**config.mk**
```make
export PLATFORM = sky130hd
export DESIGN_NAME = st_tri_splitter_flat
export DESIGN_NICKNAME = d
export VERILOG_FILES = /design/src/rtl/st_tri_splitter_pkg.sv /design/src/rtl/st_tri_splitter_if.sv /design/src/rtl/st_tri_splitter_fifo.sv /design/src/rtl/st_tri_splitter.sv /design/src/flat_wrapper.sv
export SDC_FILE = /design/constraint.sdc
export NUM_CORES = 1
export LEC_CHECK = 0
export CAP_MARGIN = 25
export CORE_ASPECT_RATIO = 1.1
export CORE_MARGIN = 2
export CORE_UTILIZATION = 40
export DETAILED_ROUTE_END_ITERATION = 8
export PLACE_DENSITY = 0.69
export SLEW_MARGIN = 0
export SYNTH_ARGS = -nofsm -noshare
export SYNTH_HDL_FRONTEND = slang
export SYNTH_SLANG_ARGS = --single-unit
```
**constraint.sdc**
```tcl
create_clock -name csi_clk -period 2.65 [get_ports csi_clk]
set_clock_uncertainty 0.1 [all_clocks]
set_input_delay 0.265 -clock csi_clk [delete_from_list [all_inputs] [get_ports csi_clk]]
set_output_delay 0.265 -clock csi_clk [all_outputs]
set_load 0.1 [all_outputs]
```
**src/rtl/st_tri_splitter_pkg.sv**
```systemverilog
// Shared channel indices and helpers for the three-way stream splitter.
package st_split_pkg;

  localparam int NUM_CH = 3;

  typedef logic [1:0] ch_idx_t;

  localparam ch_idx_t CH_A = 2'd0;
  localparam ch_idx_t CH_B = 2'd1;
  localparam ch_idx_t CH_C = 2'd2;

  // Round-robin successor; an illegal index falls back to channel A
  function automatic ch_idx_t next_ch(input ch_idx_t c);
    ch_idx_t n;
    case (c)
      CH_A:    n = CH_B;
      CH_B:    n = CH_C;
      CH_C:    n = CH_A;
      default: n = CH_A;
    endcase
    return n;
  endfunction

endpackage

```
**src/rtl/st_tri_splitter_if.sv**
```systemverilog
// Avalon-ST byte stream bundle; the master drives data/valid/sop, the slave drives ready.
interface st_tri_splitter_if #(
  parameter int DATA_W = 8
);
  logic [DATA_W-1:0] data;
  logic              valid;
  logic              startofpacket;
  logic              ready;

  modport master (output data, output valid, output startofpacket, input ready);
  modport slave  (input data, input valid, input startofpacket, output ready);
endinterface

```
**src/rtl/st_tri_splitter_fifo.sv**
```systemverilog
// Per-channel synchronous FIFO with wrapping rd/wr pointers and an occupancy count.
module st_fifo #(
  parameter int DATA_W     = 8,
  parameter int FIFO_DEPTH = 4
) (
  input  logic              clk,
  input  logic              rst_n,
  input  logic              push,
  input  logic [DATA_W-1:0] push_data,
  input  logic              pop,
  output logic              full,
  output logic              empty,
  output logic [DATA_W-1:0] head
);

  localparam int PTR_W    = $clog2(FIFO_DEPTH);
  localparam int CNT_BITS = PTR_W + 1;

  logic [DATA_W-1:0]   mem_r [FIFO_DEPTH];
  logic [PTR_W-1:0]    wr_ptr_r;
  logic [PTR_W-1:0]    rd_ptr_r;
  logic [CNT_BITS-1:0] count_r;
  logic                full_s;
  logic                empty_s;
  logic                do_push_s;
  logic                do_pop_s;

  assign full_s    = (count_r == CNT_BITS'(FIFO_DEPTH));
  assign empty_s   = (count_r == {CNT_BITS{1'b0}});
  assign do_push_s = push & ~full_s;
  assign do_pop_s  = pop & ~empty_s;

  assign full  = full_s;
  assign empty = empty_s;
  assign head  = mem_r[rd_ptr_r];

  // Storage, pointers and count; power-of-two depth lets the pointers wrap naturally
  always_ff @(posedge clk or negedge rst_n) begin
    if (!rst_n) begin
      for (int i = 0; i < FIFO_DEPTH; i++) begin
        mem_r[i] <= {DATA_W{1'b0}};
      end
      wr_ptr_r <= {PTR_W{1'b0}};
      rd_ptr_r <= {PTR_W{1'b0}};
      count_r  <= {CNT_BITS{1'b0}};
    end else begin
      if (do_push_s) begin
        mem_r[wr_ptr_r] <= push_data;
        wr_ptr_r        <= wr_ptr_r + PTR_W'(1);
      end
      if (do_pop_s) begin
        rd_ptr_r <= rd_ptr_r + PTR_W'(1);
      end
      case ({do_push_s, do_pop_s})
        2'b10:   count_r <= count_r + CNT_BITS'(1);
        2'b01:   count_r <= count_r - CNT_BITS'(1);
        default: count_r <= count_r;
      endcase
    end
  end

endmodule

```
**src/rtl/st_tri_splitter.sv**
```systemverilog
// Deals one byte stream round-robin into three buffered channels (A, B, C);
// SOP always restarts the deal at A.
module st_tri_splitter
  import st_split_pkg::*;
#(
  parameter int DATA_W     = 8,
  parameter int FIFO_DEPTH = 4,
  parameter int CNT_W      = 16
) (
  input  logic                 csi_clk,
  input  logic                 rsi_reset_n,
  st_tri_splitter_if.slave     asi_in,
  st_tri_splitter_if.master    aso_out0,
  st_tri_splitter_if.master    aso_out1,
  st_tri_splitter_if.master    aso_out2,
  output logic [CNT_W-1:0]     coe_triplets,
  output logic                 coe_resync
);

  ch_idx_t             ptr_r;
  ch_idx_t             tgt_s;
  logic [CNT_W-1:0]    triplets_r;
  logic                resync_r;
  logic [NUM_CH-1:0]   full_s;
  logic [NUM_CH-1:0]   empty_s;
  logic [NUM_CH-1:0]   push_s;
  logic [NUM_CH-1:0]   pop_s;
  logic [NUM_CH-1:0]   out_ready_s;
  logic [DATA_W-1:0]   head_s [NUM_CH];
  logic                tgt_full_s;
  logic                in_ready_s;
  logic                hs_s;

  assign out_ready_s = {aso_out2.ready, aso_out1.ready, aso_out0.ready};
  assign pop_s       = ~empty_s & out_ready_s;

  // Target selection and input ready; ready looks only at registered FIFO counts
  always_comb begin
    tgt_s      = ptr_r;
    tgt_full_s = 1'b1;
    push_s     = {NUM_CH{1'b0}};
    if (asi_in.startofpacket) begin
      tgt_s = CH_A;
    end else begin
      tgt_s = ptr_r;
    end
    case (tgt_s)
      CH_A:    tgt_full_s = full_s[0];
      CH_B:    tgt_full_s = full_s[1];
      CH_C:    tgt_full_s = full_s[2];
      default: tgt_full_s = 1'b1;
    endcase
    in_ready_s = rsi_reset_n & ~tgt_full_s;
    hs_s       = asi_in.valid & in_ready_s;
    case (tgt_s)
      CH_A:    push_s = {2'b00, hs_s};
      CH_B:    push_s = {1'b0, hs_s, 1'b0};
      CH_C:    push_s = {hs_s, 2'b00};
      default: push_s = {NUM_CH{1'b0}};
    endcase
  end

  for (genvar i = 0; i < NUM_CH; i++) begin : g_ch
    st_fifo #(
      .DATA_W     (DATA_W),
      .FIFO_DEPTH (FIFO_DEPTH)
    ) u_fifo (
      .clk       (csi_clk),
      .rst_n     (rsi_reset_n),
      .push      (push_s[i]),
      .push_data (asi_in.data),
      .pop       (pop_s[i]),
      .full      (full_s[i]),
      .empty     (empty_s[i]),
      .head      (head_s[i])
    );
  end

  // Deal pointer, completed-triplet counter and one-cycle resync flag
  always_ff @(posedge csi_clk or negedge rsi_reset_n) begin
    if (!rsi_reset_n) begin
      ptr_r      <= CH_A;
      triplets_r <= {CNT_W{1'b0}};
      resync_r   <= 1'b0;
    end else begin
      if (hs_s) begin
        ptr_r    <= next_ch(tgt_s);
        resync_r <= asi_in.startofpacket & (ptr_r != CH_A);
        if (tgt_s == CH_C) begin
          triplets_r <= triplets_r + CNT_W'(1);
        end
      end else begin
        resync_r <= 1'b0;
      end
    end
  end

  assign asi_in.ready           = in_ready_s;
  assign aso_out0.valid         = ~empty_s[0];
  assign aso_out1.valid         = ~empty_s[1];
  assign aso_out2.valid         = ~empty_s[2];
  assign aso_out0.data          = head_s[0];
  assign aso_out1.data          = head_s[1];
  assign aso_out2.data          = head_s[2];
  assign aso_out0.startofpacket = 1'b0;
  assign aso_out1.startofpacket = 1'b0;
  assign aso_out2.startofpacket = 1'b0;
  assign coe_triplets           = triplets_r;
  assign coe_resync             = resync_r;

endmodule

```
**src/flat_wrapper.sv**
```systemverilog
// flat-port wrapper written by rule: the top's interface ports become plain ports
module st_tri_splitter_flat import st_split_pkg::*;
#(
  parameter int DATA_W     = 8,
  parameter int FIFO_DEPTH = 4,
  parameter int CNT_W      = 16
)
  (csi_clk, rsi_reset_n, coe_triplets, coe_resync, asi_in_data, asi_in_valid, asi_in_startofpacket, asi_in_ready, aso_out0_data, aso_out0_valid, aso_out0_startofpacket, aso_out0_ready, aso_out1_data, aso_out1_valid, aso_out1_startofpacket, aso_out1_ready, aso_out2_data, aso_out2_valid, aso_out2_startofpacket, aso_out2_ready);
  st_tri_splitter_if #(.DATA_W(DATA_W)) asi_in_i ();
  st_tri_splitter_if #(.DATA_W(DATA_W)) aso_out0_i ();
  st_tri_splitter_if #(.DATA_W(DATA_W)) aso_out1_i ();
  st_tri_splitter_if #(.DATA_W(DATA_W)) aso_out2_i ();
  input  logic csi_clk;
  input  logic rsi_reset_n;
  output logic [CNT_W-1:0] coe_triplets;
  output logic coe_resync;
  input wire logic [$bits(asi_in_i.data)-1:0] asi_in_data;
  input wire logic [$bits(asi_in_i.valid)-1:0] asi_in_valid;
  input wire logic [$bits(asi_in_i.startofpacket)-1:0] asi_in_startofpacket;
  output wire logic [$bits(asi_in_i.ready)-1:0] asi_in_ready;
  output wire logic [$bits(aso_out0_i.data)-1:0] aso_out0_data;
  output wire logic [$bits(aso_out0_i.valid)-1:0] aso_out0_valid;
  output wire logic [$bits(aso_out0_i.startofpacket)-1:0] aso_out0_startofpacket;
  input wire logic [$bits(aso_out0_i.ready)-1:0] aso_out0_ready;
  output wire logic [$bits(aso_out1_i.data)-1:0] aso_out1_data;
  output wire logic [$bits(aso_out1_i.valid)-1:0] aso_out1_valid;
  output wire logic [$bits(aso_out1_i.startofpacket)-1:0] aso_out1_startofpacket;
  input wire logic [$bits(aso_out1_i.ready)-1:0] aso_out1_ready;
  output wire logic [$bits(aso_out2_i.data)-1:0] aso_out2_data;
  output wire logic [$bits(aso_out2_i.valid)-1:0] aso_out2_valid;
  output wire logic [$bits(aso_out2_i.startofpacket)-1:0] aso_out2_startofpacket;
  input wire logic [$bits(aso_out2_i.ready)-1:0] aso_out2_ready;
  assign asi_in_i.data = asi_in_data;
  assign asi_in_i.valid = asi_in_valid;
  assign asi_in_i.startofpacket = asi_in_startofpacket;
  assign asi_in_ready = asi_in_i.ready;
  assign aso_out0_data = aso_out0_i.data;
  assign aso_out0_valid = aso_out0_i.valid;
  assign aso_out0_startofpacket = aso_out0_i.startofpacket;
  assign aso_out0_i.ready = aso_out0_ready;
  assign aso_out1_data = aso_out1_i.data;
  assign aso_out1_valid = aso_out1_i.valid;
  assign aso_out1_startofpacket = aso_out1_i.startofpacket;
  assign aso_out1_i.ready = aso_out1_ready;
  assign aso_out2_data = aso_out2_i.data;
  assign aso_out2_valid = aso_out2_i.valid;
  assign aso_out2_startofpacket = aso_out2_i.startofpacket;
  assign aso_out2_i.ready = aso_out2_ready;
  st_tri_splitter #(.DATA_W(DATA_W), .FIFO_DEPTH(FIFO_DEPTH), .CNT_W(CNT_W)) u_core (.csi_clk(csi_clk), .rsi_reset_n(rsi_reset_n), .asi_in(asi_in_i), .aso_out0(aso_out0_i), .aso_out1(aso_out1_i), .aso_out2(aso_out2_i), .coe_triplets(coe_triplets), .coe_resync(coe_resync));
endmodule
```
# [Word level (Yosys, flattened, before mapping)]
# Cells that the tools add are included.
[totals] mem_bits_ro=0 wordCells=119 latch_bits=0 reg_bits=136 n_memories=0 ram_bits=0 inputBits=15 output_inout_bits=48
[classes] n_lt_le_gt_ge=9 shifts=0 mul=0 div_mod_pow=0 muxes=26 bitwise=24 n_reduce_logical=12 addsub=13 n_eq_ne=11
[op_table] cell="$bwmux 32" n=3
[op_table] cell="$mux 8" n=9
[op_table] cell="$bmux 8 s2" n=3
[op_table] cell="$demux 8 s2" n=3
[op_table] cell="$ge 3x3->1 const B" n=6
[op_table] cell="$not 2->3" n=6
[op_table] cell="$pmux 3 s2" n=3
[op_table] cell="$add 16x1->16 const B" n=1
[op_table] cell="$add 2x1->2 const B" n=6
[op_table] cell="$add 3x1->3 const B" n=3
[op_table] cell="$and 1x1->1" n=9
[op_table] cell="$eq 3x3->1 const B" n=3
[op_table] cell="$logic_not 3->1" n=3
[op_table] cell="$lt 3x1->1 const B" n=3
[op_table] cell="$pmux 3 s3" n=1
[op_table] cell="$sub 3x1->3 const B" n=3
[op_table] cell="$eq 2x1->1 const B" n=4
[op_table] cell="$eq 2x2->1 const B" n=4
[op_table] cell="$reduce_bool 2->1" n=4
[op_table] cell="$not 1->1" n=7
[op_table] cell="$pmux 2 s2" n=1
[op_table] cell="$and 3x3->3" n=1
[op_table] cell="$logic_and 1x1->1" n=3
[op_table] cell="$not 3->3" n=1
[op_table] cell="5 further kinds" n=5

# [Depth between registers and ports, before layout]
# Gate-level depths: netlist of the first run.
[logic_depth] ltp_word=10 ltp_mapped=10 mapped_depth_nobuf=9

# [Modules after synthesis]
# A second synthesis of the first run with hierarchy kept.
[hier_totals] cells_unflattened=440 area_unflattened_um2=6452.4
[by_module_without_submodules] mod="st_fifo" area_per_inst_um2=1784.2 seq_area_each_um2=975.9 n_inst=3 cells_each=114
[by_module_without_submodules] mod="st_tri_splitter" area_per_inst_um2=1099.8 seq_area_each_um2=475.5 n_inst=1 cells_each=98

# [Least setup slack after synthesis of the first run]
# OpenSTA, ideal clock, no wires.
[synth_timing] path_kind="register to register" start="reg u_core.g_ch[2].u_fifo.count_r[0]" end="reg u_core.g_ch[2].u_fifo.count_r[2]" setup_ps=79 path_buffers=0 t_arrival_ps=2370 required_time_ps=2471 slack_ps=101 path_stages_with_launch=9 synth_period_minus_slack_ps=2549 path_cell_list="dfrtp_1 or3_1 and2_1 ha_1 inv_1 fa_1 xor2_1 nor2_1 xor2_1"
[synth_via] word_cells_on_any_way=19 cone_classes="add/sub: 2; eq/ne: 3; mux: 3; bitwise: 9; reduce/logical: 2"
[synth_rtl] element="start, declared" line_no="st_tri_splitter_fifo.sv:22" rtl="logic [CNT_BITS-1:0] count_r;"
[synth_rtl] element="start signal, assigned" line_no="st_tri_splitter_fifo.sv:45" rtl="count_r <= {CNT_BITS{1'b0}};"
[synth_rtl] element="start signal, assigned" line_no="st_tri_splitter_fifo.sv:55" rtl="2'b10: count_r <= count_r + CNT_BITS'(1);"
[synth_rtl] element="start signal, assigned" line_no="st_tri_splitter_fifo.sv:56" rtl="2'b01: count_r <= count_r - CNT_BITS'(1);"
[synth_rtl] element="$logic_not 3->1 (*)" line_no="st_tri_splitter_fifo.sv:29" rtl="assign empty_s = (count_r == {CNT_BITS{1'b0}});"
[synth_rtl] element="$not 1->1 (*)"
[synth_rtl] element="via aso_out2_valid" line_no="flat_wrapper.sv:30" rtl="output wire logic [$bits(aso_out2_i.valid)-1:0] aso_out2_valid;"
[synth_rtl] element="$and 1x1->1 (*)" line_no="st_tri_splitter_fifo.sv:31" rtl="assign do_pop_s = pop & ~empty_s;"
[synth_rtl] element="via u_core.g_ch[2].u_fifo.do_pop_s" line_no="st_tri_splitter_fifo.sv:26" rtl="logic do_pop_s;"
[synth_rtl] element="$eq 2x1->1 or $eq 2x2->1 (tied branches)" line_no="st_tri_splitter_fifo.sv:54" rtl="case ({do_push_s, do_pop_s})"
[synth_rtl] element="$pmux 3 s2 or $reduce_bool 2->1 (tied branches)"
# The timed path passes the listed nets; every way through them passes the cells marked *.
# A chain may end at the register's enable or synchronous reset.

# [Final worst setup path of the first run]
[layout_timing] start="reg u_core.g_ch[0].u_fifo.rd_ptr_r[0]" end="out aso_out0_data[4]"
[layout_via] elab_chain_len=4
[layout_rtl] element="start, declared" line_no="st_tri_splitter_fifo.sv:21" rtl="logic [PTR_W-1:0] rd_ptr_r;"
[layout_rtl] element="start signal, assigned" line_no="st_tri_splitter_fifo.sv:44" rtl="rd_ptr_r <= {PTR_W{1'b0}};"
[layout_rtl] element="start signal, assigned" line_no="st_tri_splitter_fifo.sv:52" rtl="rd_ptr_r <= rd_ptr_r + PTR_W'(1);"
[layout_rtl] element="$not 2->3 (implied by the code)" line_no="st_tri_splitter_fifo.sv:35" rtl="assign head = mem_r[rd_ptr_r];"
[layout_rtl] element="$bmux 8 s2" line_no="st_tri_splitter_fifo.sv:35"
[layout_rtl] element="$mux 8 (implied by the code) (2 in a row)" line_no="st_tri_splitter_fifo.sv:35"
[layout_rtl] element="end, declared" line_no="flat_wrapper.sv:21" rtl="output wire logic [$bits(aso_out0_i.data)-1:0] aso_out0_data;"
# No other way between the ends. The select of a mux whose other input is x is not followed.

==> impl_metrics.csv, run 1 <==
group,metric,value,unit
worst_setup_path,path_delay_family,"flip-flops",
yosys,synth-seq-cells,136,
sta,whs,0.101,ns
cells_and_area,fill_cells,1353,
routing,topRoutingLayerUsed,"met4",
sta,finalCritPeriodShare,89.9,%
worst_setup_path,cp.arrival,2.02,ns
sta,fin_crit,2.38,ns
clocking,clockBufferDepth,2,
worst_setup_path,reg2regPathDepth,9,
worst_setup_path,r2r-start,"u_core.g_ch[0].u_fifo.count_r[0]",
sta,final.setup.worst_slack,0.268,ns
yosys,synth_warnings,0,
worst_setup_path,cp.depth,2,
routing,wirelength,13.1,mm
routing,vias_per_cell,5.08,
routing,wl_per_cell,18.1,um
worst_setup_path,critPathSlowestCell,"dfrtp_1",
die,initial_core_util,40.9,%
placed_design,dp_hpwl,8.64,mm
yosys,async_flop_share,100,%
placed_design,gp_congestion,0.828,
routing,drtIter0Drc,236,
yosys,ys_seq_area_share,50.8,%
grt,antenna_found_initial,0,
worst_setup_path,cp_max_fo,9,
clocking,cts_buffers,17,
grt,grt_usage,15.9,%
grt,grt_max_degree,134,
worst_setup_path,crit_path_max_incr_delay,0.72,ns
worst_setup_path,cp-startpoint,"u_core.g_ch[0].u_fifo.rd_ptr_r[0]",
worst_setup_path,crit_path_end_kind,"output port",
yosys,synth_edf_count,0,
grt,grt_pass1_vias,3976,
die,fp.coreArea,0.0164,mm^2
clocking,hold_buffers,1,
cells_and_area,seq_area,0.00340,mm^2
clocking,cts_tree,"yes",
routing,dr.pass1.iters,4,
cells_and_area,drive_gt1_share,42.7,%
clocking,cts_resized,0,
yosys,synthesis.area,0.00670,mm^2
worst_setup_path,cp_cell_sequence,"mux4_2, buf_4",
sta,slew_headroom,52.6,%
cells_and_area,diodes,0,
routing,met3WireLength,368,um
yosys,syn_area_per_cell,15.3,um^2
yosys,synth_top_area_cell,"dfrtp_1",
clocking,cts_root_buffer,"clkbuf_16",
die,die_h,140,um
clocking,cts.sinks,136,
clocking,cts_setup_buffers,0,
die,ios,63,
die,chipWidth,127,um
cells_and_area,area_growth,19.6,%
run,drv_cap,0,
cells_and_area,nNetsFinal,539,
worst_setup_path,worstSetupPathType,"reg -> out",
sta,hold_viol_final,0,
placed_design,port_buffers,59,
routing,drc_errors,0,
routing,wl_met2,6.70,mm
sta,max_freq,0.420,GHz
routing,drt-met1-wl,5.82,mm
sta,rsz0062_at_grt,"false",
worst_setup_path,start_kind,"flop",
yosys,synthDominantCellAreaShare,50.8,%
die,rows,49,
placed_design,pre_cts_ws,0.133,ns
sta,tightestPinTransition,0.711,ns
yosys,ys_types,46,
die,die_area,0.0178,mm^2
grt,grt.overflow.total,0,
yosys,synth-main-ff-cell,"dfrtp_1",
clocking,clock_latency,0.42,ns
clocking,clk_pin_slew,0.06,ns
grt,grt_pass1_wl,21.8,mm
sta,setup_tns,0,ns
clocking,htree_num_levels,4,
worst_setup_path,critPathBufInv,1,
cells_and_area,multiInputGateArea,0.00307,mm^2
hold_path,hold_class,"in -> async",
yosys,synth_cells,439,
routing,vias,3667,
sta,drv_slew,0,
sta,setup_viol,0,
worst_setup_path,worstPathRequired,2.29,ns
run_status,outcome,"completed",
yosys,ys_top_cells_by_area,"dfrtp_1, mux2_4, mux4_2",
routing,final_antenna_net_count,0,
-- layout by cell type, fill, tap and decap left out, types with 3 or more instances in the layout --
| cell type | count |
|---|---|
| nand2_1 | 15 |
| xnor2_1 | 20 |
| clkbuf_16 | 17 |
| nand2_8 | 4 |
| clkinv_4 | 3 |
| conb_1 | 3 |
| and4_1 | 4 |
| o21ai_0 | 6 |
| inv_1 | 18 |
| mux2_2 | 28 |
| nand3_1 | 3 |
| clkinvlp_4 | 5 |
| mux2_4 | 64 |
| or3_1 | 4 |
| bufinv_16 | 4 |
| and3_1 | 3 |
| fa_1 | 3 |
| mux4_2 | 24 |
| buf_4 | 52 |
| xor2_1 | 13 |
| and2_1 | 8 |
| clkdlybuf4s50_1 | 13 |
| nand2_4 | 4 |
| nor2_1 | 6 |
| ha_1 | 16 |
| mux2_1 | 4 |
| nor3_1 | 3 |
| dfrtp_1 | 136 |
| nand4_1 | 6 |
-- registers in the layout (all words and copies together) (netlist names) --
name,cells
u_core.ptr_r,2
u_core.g_ch.u_fifo.count_r,9
u_core.coe_triplets,16
u_core.coe_resync,1
u_core.g_ch.u_fifo.rd_ptr_r,6
u_core.g_ch.u_fifo.mem_r,96
u_core.g_ch.u_fifo.wr_ptr_r,6
-- cells in the mapped netlist, types with 2 or more instances --
master    instances
and2_1            8
and3_1            3
and4_1            4
buf_1             3
buf_2             3
buf_4             4
buf_6             5
clkbuf_1          8
dfrtp_1         136
fa_1              3
ha_1             16
inv_1            18
mux2_1            4
mux2_2           28
mux2_4           64
mux2i_1           2
mux4_2           24
nand2_1          15
nand2_4           4
nand2_8           4
nand3_1           3
nand3_2           2
nand4_1           6
nor2_1            6
nor2b_1           2
nor3_1            3
nor3b_2           2
o2111a_1          2
o21ai_0           6
or3_1             4
xnor2_1          20
xor2_1           13
-- per-stage QoR --
stage | instances | utilization, % | instance area (um^2)
after floorplan | 441 | - | 6710
after global placement | 689 | 45.1 | 7370
after detailed placement | 689 | 45.1 | 7370
after CTS | 722 | 48.9 | 8010
after global routing | 722 | 48.9 | 8010
final | 722 | 48.9 | 8010
-- cell type report --
cell class / instances / area share (%)
sequential: 136 / 42.5
multi-input combinational: 262 / 38.4
timing repair buffer: 69 / 7.26
clock buffer: 17 / 5.31
tap: 204 / 3.19
clock inverter: 15 / 2.53
inverter: 19 / 0.890
-- cell families after synthesis --
group,share of synthesized area [%]
AO/OA/AOI/OAI,0.971
AND/OR/NAND/NOR,8.44
XOR/XNOR,4.32
multiplexers,28.1
other,0.0560
flip-flops,50.8
adder cells (fa/ha/maj),3.89
buffers and inverters,3.42
-- final timing paths --
path | to | slack (ns)
max in group asynchronous | u_core.g_ch[1].u_fifo.mem_r[6] | 1.46
worst min-delay path | u_core.coe_resync | 0.10
worst max-delay path | aso_out0_data[4] | 0.27
worst min register to register | u_core.coe_triplets[15] | 0.38
min in group csi_clk | u_core.coe_triplets[15] | 0.38
worst max register to register | u_core.g_ch[0].u_fifo.count_r[2] | 0.37
-- routing by layer --
metal / GRT usage, % / up-vias
met5: 0 / -
met4: 5.49 / 0
met3: 3.84 / 17
met2: 26.1 / 59
met1: 20.7 / 1910
li1: - / 1681
Power of run 1 is not shown: default switching activity piles up to over one toggle a cycle in this logic, so the estimate is an artifact.
==> run 2: changes to the inputs <==
--- a/config.mk
+++ b/config.mk
@@ -6,11 +6,13 @@
 export NUM_CORES = 1
 export LEC_CHECK = 0
 export CAP_MARGIN = 25
+export CELL_PAD_IN_SITES_DETAIL_PLACEMENT = 0
+export CELL_PAD_IN_SITES_GLOBAL_PLACEMENT = 1
 export CORE_ASPECT_RATIO = 1.1
 export CORE_MARGIN = 2
 export CORE_UTILIZATION = 40
 export DETAILED_ROUTE_END_ITERATION = 8
-export PLACE_DENSITY = 0.69
+export PLACE_DENSITY = 0.78
 export SLEW_MARGIN = 0
 export SYNTH_ARGS = -nofsm -noshare
 export SYNTH_HDL_FRONTEND = slang
==> run 2 against run 1 <==
Net effect: fmax shrank 0.24%; clock-buffer cell count is 4 higher; non-clock buffer count did not move; via count is 0.19% lower; design area shrank 1.1%.
==> impl_metrics.csv, run 2 (synthesis results as in run 1) <==
group,metric,value,unit
die,rows,49,
worst_setup_path,worstSetupPathType,"reg -> out",
clocking,cts_root_buffer,"clkbuf_16",
sta,finalCritPeriodShare,90.1,%
cells_and_area,fill_cells,1380,
die,fp.coreArea,0.0164,mm^2
cells_and_area,multiInputGateArea,0.00307,mm^2
run,drv_cap,0,
routing,final_antenna_net_count,0,
routing,drc_errors,0,
sta,hold_viol_final,0,
cells_and_area,seq_area,0.00340,mm^2
sta,max_freq,0.419,GHz
sta,fin_crit,2.39,ns
grt,grt.overflow.total,0,
die,initial_core_util,40.9,%
grt,grt_max_degree,137,
sta,slew_headroom,52.7,%
routing,wl_per_cell,17.7,um
cells_and_area,drive_gt1_share,42.0,%
grt,antenna_found_initial,0,
worst_setup_path,critPathSlowestCell,"dfrtp_1",
cells_and_area,mostFrequentLayoutCells,"dfrtp_1, mux2_4, buf_4, mux2_2, mux4_2",
clocking,cts_setup_buffers,0,
clocking,cts_resized,0,
die,chipWidth,127,um
clocking,clk_pin_slew,0.05,ns
worst_setup_path,start_kind,"flop",
clocking,htree_num_levels,4,
hold_path,hold_class,"reg -> reg",
run_status,outcome,"completed",
cells_and_area,nNetsFinal,539,
sta,setup_tns,0,ns
sta,drv_slew,0,
worst_setup_path,cp_cell_sequence,"mux4_2, buf_4",
cells_and_area,layout_commonest_cell,"dfrtp_1",
placed_design,port_buffers,59,
worst_setup_path,crit_path_end_kind,"output port",
clocking,cts_buffers,17,
cells_and_area,diodes,0,
worst_setup_path,cp_max_fo,10,
grt,grt_usage,15.5,%
clocking,cts_tree,"yes",
sta,rsz0062_at_grt,"false",
sta,tightestPinTransition,0.709,ns
worst_setup_path,cp.arrival,2.02,ns
cells_and_area,largest_reg_flops,96,
grt,grt_pass1_wl,21.4,mm
routing,vias_per_cell,5.08,
worst_setup_path,crit_path_max_incr_delay,0.73,ns
worst_setup_path,worstPathRequired,2.29,ns
routing,dr.pass1.iters,4,
die,die_area,0.0178,mm^2
cells_and_area,area_growth,18.4,%
sta,setup_viol,0,
routing,wirelength,12.8,mm
die,die_h,140,um
grt,grt_pass1_vias,3974,
clocking,clock_latency,0.41,ns
clocking,clockBufferDepth,2,
clocking,cts.sinks,136,
cells_and_area,regMostFlops,"u_core.g_ch.u_fifo.mem_r",
placed_design,gp_congestion,0.804,
die,ios,63,
routing,drtIter0Drc,183,
placed_design,dp_hpwl,8.63,mm
routing,vias,3660,
-- run 2: cell types whose count changed in the layout (fill, tap and decap cells not counted) --
cell	before	now
buf_12	2	3
buf_4	52	51
bufinv_16	4	1
clkbuf_1	0	3
clkbuf_8	0	1
clkinv_2	2	7
clkinv_4	3	0
clkinvlp_4	5	2
inv_6	1	0
-- run 2: stage by stage --
stage / worst slack (ns) / util, % / instances / instance area [um^2] / hold WS, ns
floorplan: 0.101 / - / 441 / 6710 / -0.131
global placement: 0.262 / 45.1 / 689 / 7390 / 0.360
detailed placement: 0.190 / 45.1 / 689 / 7390 / 0.361
CTS: 0.202 / 48.4 / 721 / 7930 / 0.370
global route: 0.121 / 48.4 / 721 / 7930 / 0.395
finish: 0.262 / 48.4 / 721 / 7930 / 0.372
-- run 2: what timing repair did --
item / in CTS / in global routing
setup endpoints to repair: 0 / 0
hold buffers: 1 / 0
hold endpoints to repair: 136 / 0
-- run 2: routing by layer --
| metal | global-route usage (%) | wire length (um) | vias up |
|---|---|---|---|
| met5 | 0 | 0 | - |
| met4 | 5.15 | 189 | 0 |
| met3 | 4.08 | 418 | 18 |
| met2 | 25.4 | 6410 | 55 |
| met1 | 20.2 | 5750 | 1916 |
| li1 | - | - | 1671 |
-- run 2: worst max-delay path: cells and delay by family, from the launching register on --
kind                   cells  cell delay (ns)
DFF                        1             0.73
muxes                      1             0.62
buffers and inverters      1             0.26
-- run 2: final timing paths --
kind / start / to / slack (ns) / cells past startpoint
setup / recovery: u_core.g_ch[0].u_fifo.rd_ptr_r[0] / aso_out0_data[6] / 0.26 / 2
hold / removal: u_core.coe_triplets[15] / u_core.coe_triplets[15] / 0.37 / 1
setup reg to reg: u_core.g_ch[0].u_fifo.count_r[0] / u_core.g_ch[0].u_fifo.count_r[2] / 0.40 / 9
hold reg to reg: u_core.coe_triplets[15] / u_core.coe_triplets[15] / 0.37 / 1
max in group asynchronous: rsi_reset_n / u_core.g_ch[1].u_fifo.mem_r[20] / 1.46 / 3
min in group asynchronous: rsi_reset_n / u_core.g_ch[0].u_fifo.count_r[0] / 0.48 / 3
-- run 2: area by class of cell --
cell class              count  area share (%)
inverters                  19           0.900
clock buffers              21            5.68
clock inverters            10            1.01
repair buffers             69            7.50
well taps                 204            3.22
multi-input cells         262            38.8
flip-flops and latches    136            42.9
Power of run 2 is left out for the same reason.
